[src/rtl/uart_rx_if.sv]
// uart_rx_if: byte-side handshake and status bundle of the UART receiver.
//   rx_i_ready       consumer -> receiver : byte can be accepted
//   rx_o_data        receiver -> consumer : received byte (stable while valid)
//   rx_o_data_valid  receiver -> consumer : holding register is full
//   rx_o_frame_err   receiver -> consumer : 1-cycle pulse, stop bit was low
//   rx_o_overrun     receiver -> consumer : 1-cycle pulse, byte dropped (register full)
`timescale 1ns/1ps
interface uart_rx_if;
  logic       rx_i_ready;
  logic [7:0] rx_o_data;
  logic       rx_o_data_valid;
  logic       rx_o_frame_err;
  logic       rx_o_overrun;

  modport master (
    input  rx_i_ready,
    output rx_o_data, rx_o_data_valid, rx_o_frame_err, rx_o_overrun
  );

  modport slave (
    output rx_i_ready,
    input  rx_o_data, rx_o_data_valid, rx_o_frame_err, rx_o_overrun
  );
endinterface

[src/rtl/uart_rx.sv]
// uart_rx: 8N1 UART receiver with centre sampling and a valid/ready holding register.
//   rx_clk   receive clock, all state changes on the rising edge
//   rx_rst   synchronous active-high reset
//   rx_en    receiver enable; low aborts any frame in progress
//   rx_i     asynchronous serial line, idle high
//   bus      uart_rx_if.master: rx_i_ready in; rx_o_data, rx_o_data_valid,
//            rx_o_frame_err, rx_o_overrun out
`timescale 1ns/1ps
module uart_rx #(
  parameter int CLKS_PER_BIT = 16,
  parameter int SYNC_STAGES  = 2
) (
  input  logic      rx_clk,
  input  logic      rx_rst,
  input  logic      rx_en,
  input  logic      rx_i,
  uart_rx_if.master bus
);

  localparam int TW = $clog2(CLKS_PER_BIT);
  localparam logic [TW-1:0] HALF_RELOAD = TW'(CLKS_PER_BIT / 2 - 1);
  localparam logic [TW-1:0] FULL_RELOAD = TW'(CLKS_PER_BIT - 1);

  typedef enum logic [2:0] {
    IDLE,
    START,
    DATA,
    STOP,
    WAIT_IDLE
  } state_t;

  state_t                 state;
  logic [SYNC_STAGES-1:0] sync;
  logic                   rx_s;
  logic                   rx_s_d;
  logic                   fall;
  logic [TW-1:0]          timer;
  logic [2:0]             bit_idx;
  logic [7:0]             shreg;
  logic                   commit_req;
  logic [7:0]             data_q;
  logic                   valid_q;
  logic                   frame_err_q;
  logic                   overrun_q;

  assign rx_s = sync[SYNC_STAGES-1];
  assign fall = rx_s_d & ~rx_s;

  always_ff @(posedge rx_clk) begin
    if (rx_rst) begin
      sync        <= '1;
      rx_s_d      <= 1'b1;
      state       <= IDLE;
      timer       <= '0;
      bit_idx     <= '0;
      shreg       <= '0;
      commit_req  <= 1'b0;
      data_q      <= '0;
      valid_q     <= 1'b0;
      frame_err_q <= 1'b0;
      overrun_q   <= 1'b0;
    end else begin
      sync        <= {sync[SYNC_STAGES-2:0], rx_i};
      rx_s_d      <= rx_s;
      frame_err_q <= 1'b0;
      overrun_q   <= 1'b0;
      commit_req  <= 1'b0;

      // Holding register: commit is one cycle after the good stop sample, so
      // shreg is still intact here even if a new start edge was just seen.
      if (commit_req) begin
        if (!valid_q || bus.rx_i_ready) begin
          data_q  <= shreg;
          valid_q <= 1'b1;
        end else begin
          overrun_q <= 1'b1;
        end
      end else if (valid_q && bus.rx_i_ready) begin
        valid_q <= 1'b0;
      end

      if (!rx_en) begin
        state <= IDLE;
      end else begin
        case (state)
          IDLE: begin
            if (fall) begin
              timer <= HALF_RELOAD;
              state <= START;
            end
          end
          START: begin
            if (timer != '0) begin
              timer <= timer - TW'(1);
            end else if (rx_s) begin
              state <= IDLE;
            end else begin
              timer   <= FULL_RELOAD;
              bit_idx <= '0;
              state   <= DATA;
            end
          end
          DATA: begin
            if (timer != '0) begin
              timer <= timer - TW'(1);
            end else begin
              shreg[bit_idx] <= rx_s;
              timer          <= FULL_RELOAD;
              if (bit_idx == 3'd7) begin
                state <= STOP;
              end else begin
                bit_idx <= bit_idx + 3'd1;
              end
            end
          end
          STOP: begin
            if (timer != '0) begin
              timer <= timer - TW'(1);
            end else if (rx_s) begin
              commit_req <= 1'b1;
              state      <= IDLE;
            end else begin
              frame_err_q <= 1'b1;
              state       <= WAIT_IDLE;
            end
          end
          WAIT_IDLE: begin
            // A held-low line (break) must not look like a new start bit.
            if (rx_s) state <= IDLE;
          end
          default: state <= IDLE;
        endcase
      end
    end
  end

  assign bus.rx_o_data       = data_q;
  assign bus.rx_o_data_valid = valid_q;
  assign bus.rx_o_frame_err  = frame_err_q;
  assign bus.rx_o_overrun    = overrun_q;

endmodule

[src/flat_wrapper.sv]
// flat-port wrapper written by rule: the top's interface ports become plain ports
module uart_rx_flat 
#(
  parameter int CLKS_PER_BIT = 16,
  parameter int SYNC_STAGES  = 2
)
  (rx_clk, rx_rst, rx_en, rx_i, bus_rx_i_ready, bus_rx_o_data, bus_rx_o_data_valid, bus_rx_o_frame_err, bus_rx_o_overrun);
  uart_rx_if bus_i ();
  input  logic rx_clk;
  input  logic rx_rst;
  input  logic rx_en;
  input  logic rx_i;
  input wire logic [$bits(bus_i.rx_i_ready)-1:0] bus_rx_i_ready;
  output wire logic [$bits(bus_i.rx_o_data)-1:0] bus_rx_o_data;
  output wire logic [$bits(bus_i.rx_o_data_valid)-1:0] bus_rx_o_data_valid;
  output wire logic [$bits(bus_i.rx_o_frame_err)-1:0] bus_rx_o_frame_err;
  output wire logic [$bits(bus_i.rx_o_overrun)-1:0] bus_rx_o_overrun;
  assign bus_i.rx_i_ready = bus_rx_i_ready;
  assign bus_rx_o_data = bus_i.rx_o_data;
  assign bus_rx_o_data_valid = bus_i.rx_o_data_valid;
  assign bus_rx_o_frame_err = bus_i.rx_o_frame_err;
  assign bus_rx_o_overrun = bus_i.rx_o_overrun;
  uart_rx #(.CLKS_PER_BIT(CLKS_PER_BIT), .SYNC_STAGES(SYNC_STAGES)) u_core (.rx_clk(rx_clk), .rx_rst(rx_rst), .rx_en(rx_en), .rx_i(rx_i), .bus(bus_i));
endmodule
[config.mk]
export PLATFORM = sky130hd
export DESIGN_NAME = uart_rx_flat
export DESIGN_NICKNAME = d
export VERILOG_FILES = /design/src/rtl/uart_rx_if.sv /design/src/rtl/uart_rx.sv /design/src/flat_wrapper.sv
export SDC_FILE = /design/constraint.sdc
export NUM_CORES = 1
export LEC_CHECK = 0
export ABC_AREA = 1
export BUFFER_PORTS_ARGS = -buffer_cell sky130_fd_sc_hd__buf_4
export CORE_MARGIN = 2
export CORE_UTILIZATION = 25
export CTS_CLUSTER_DIAMETER = 200
export DETAILED_ROUTE_END_ITERATION = 16
export SKIP_LAST_GASP = 1
export SLEW_MARGIN = 20
export SYNTH_ARGS = -nofsm -noshare
export SYNTH_HDL_FRONTEND = slang
export SYNTH_SLANG_ARGS = --single-unit
[constraint.sdc]
create_clock -name rx_clk -period 4 [get_ports rx_clk]
set_input_delay 0.8 -clock rx_clk [delete_from_list [all_inputs] [get_ports rx_clk]]
set_output_delay 0.8 -clock rx_clk [all_outputs]
set_load 0.02 [all_outputs]
==> metrics.cfg <==
[power_and_ir_drop]
vdd_drop_max_mv = 0.186
powerDensity_mw_per_mm2 = 446
p_leak_nw = 0.884

[clocking]
clock_path_buffers = 2
post_cts_resized = 0
cts_made_buffers = 5
clock_tree.root_cell = clkbuf_8
cts_hold_buffers = 0
cts_tree = done
cts.sinks = 33
htree_num_levels = 2
path_clk_slew_ps = 70
post_cts_buffers = 0
clk_latency_ps = 280

[synthesis]
ys_seq_elements = 33
syn-num-nets = 240
seq_area_frac_synth = 0.401
avgSynthCellArea_um2 = 7.10
synthAdderAreaFrac = 0.0228
synth_cell_types = 26
synthSimpleGateAreaFrac = 0.404
synthMuxAreaShare = 0
async_flop_share = 0
yosysWarnings = 0
syn_area_mm2 = 0.00165
synth_top_family_by_area = simple AND/OR/NAND/NOR gates
synth-edff-count = 0
syn_inst = 232
ys.flop_type = dfxtp_1
synth_xor_area_frac = 0
synth-compound-area-share = 0.0813

[timing]
maxSlewHeadroom = 0.546
fin_crit_ps = 1590
finalHoldViolCount = 0
fmax_ghz = 0.628
holdWs_ps = 441
period_share = 0.398
drv_slew = 0
fin_skew_ps = 1.72
rsz0062_at_grt = no
fin_tns_setup_ps = 0
tightest_slew_ps = 680
setup_violations = 0

[critical_path]
cp_num_buf_inv = 1
crit_family = flip-flops
path_max_fanout = 2
end_kind = output pin
crit_slowest_cell = dfxtp_1
path_class = reg -> out
critPathMaxStageDelay_ps = 360
arrival_ps = 790
required_ps = 3200
start_kind = register
path_cells = buf_4

[global_routing]
grt_pass1_vias = 1261
track_usage = 0.0982
overflow = 0
antenna_found_initial = 0
grt_max_degree = 25
grt_pass1_wl_mm = 5.64

[placement]
routabilityCongestion = 0.753
numPortBuffers = 15
dpl.hpwl_mm = 2.43

[floorplan]
die_w_um = 85.2
dieArea_mm2 = 0.00725
fp.coreArea_mm2 = 0.00635
ios = 16
row_count = 29
start_util = 0.259
die_height_um = 85.2

[detailed_routing]
vias = 1414
postRouteAntennaNets = 0
dr.pass1.iters = 4
drt-initial-drc-count = 87
postRouteWirelength_mm = 3.25
drcViolationCount = 0
routedWlPerCell_um = 9.91
vias_per_cell = 4.31

[run_status]
status = completed

[cells_and_area]
nets = 258
nFillCells = 674
regArea_um2 = 661
multi_input_area_um2 = 837
antenna_cells = 0
area_growth_pct = 17.1
drive_gt1_frac = 0.203
final_util = 0.304

[worst_hold_path]
hp-class = reg -> reg

[job]
cap_violations = 0

## metal layers
layer,vias to the layer above,global-route usage,part of all wire
li1,760,-,-
met1,621,0.128,0.52
met2,28,0.145,0.42
met3,5,0.0409,0.048
met4,0,0.0375,0.015
met5,-,0,0
## report_power, final
part	internal, mW	total, mW	switching (mW)
Sequential	0.343	0.363	0.0197
Combinational	0.0595	0.175	0.116
Clock	0.203	0.323	0.120
## metrics by stage
step / worst slack, ps / cells / power, mW / cell area, µm²
CTS: 2390 / 328 / 0.872 / 1930
global route: 2310 / 328 / 0.915 / 1930
floorplan: 2540 / 232 / 0.515 / 1650
global placement: 2160 / 320 / 0.546 / 1810
finish: 2410 / 328 / 0.861 / 1930
detailed placement: 2130 / 320 / 0.546 / 1810
## state kept, by name, indices dropped and copies added, names as in the netlist
signal and count:
u_core.bus.rx_o_overrun 1, u_core.timer 4, u_core.bus.rx_o_frame_err 1, u_core.state 3, u_core.rx_s_d 1, u_core.bus.rx_o_data_valid 1
u_core.shreg 8, u_core.commit_req 1, u_core.bit_idx 3, u_core.sync 2, u_core.bus.rx_o_data 8
## cells by family (layout without fill, tap and decap cells)
group | after synthesis | count (layout)
simple gates | 141 | 141
buf+inv | 32 | 51
fa+ha+maj | 3 | 3
compound gates | 23 | 23
flops | 33 | 33
## cells in the final DEF, fill, tap and decap left out, types with 4 or more instances in the layout
cell | Yosys | routed
inv_1 | 20 | 20
inv_2 | 7 | 7
nand2_2 | 7 | 7
a21oi_1 | 9 | 9
buf_4 | 0 | 15
clkbuf_8 | 1 | 6
nand2_1 | 41 | 41
nor2_4 | 4 | 4
nand3_1 | 17 | 17
o21ai_0 | 10 | 10
dfxtp_1 | 33 | 33
nor2_1 | 56 | 56
## cell type report
class,instances,share of cell area
inverter,28,0.0545
multi-input combinational,167,0.434
tap,77,0.0500
sequential,33,0.343
clock inverter,1,0.0156
timing repair buffer,15,0.0584
clock buffer,7,0.0448
## cells in the mapped netlist (4+ instances only)
| cell type | count | share of area |
|---|---|---|
| nand2_2 | 7 | 0.027 |
| inv_2 | 7 | 0.016 |
| a21oi_1 | 9 | 0.027 |
| nand2_1 | 41 | 0.093 |
| nor2_4 | 4 | 0.027 |
| dfxtp_1 | 33 | 0.40 |
| nor2_1 | 56 | 0.13 |
| inv_1 | 20 | 0.046 |
| nand3_1 | 17 | 0.052 |
| o21ai_0 | 10 | 0.030 |
## final timing paths
check                                             from  cells past startpoint  slack [ps]                      endpoint
setup / recovery  u_core.bus.rx_o_data[4]$_SDFFE_PP0P_                      1        2410              bus_rx_o_data[4]
hold / removal               u_core.sync[0]$_SDFF_PP1_                      1         440     u_core.sync[1]$_SDFF_PP1_
setup reg to reg          u_core.timer[0]$_SDFFE_PP0P_                      9        2460  u_core.shreg[7]$_SDFFE_PP0P_
hold reg to reg              u_core.sync[0]$_SDFF_PP1_                      1         440     u_core.sync[1]$_SDFF_PP1_
Note: power is estimated with default switching activity, not from simulation.
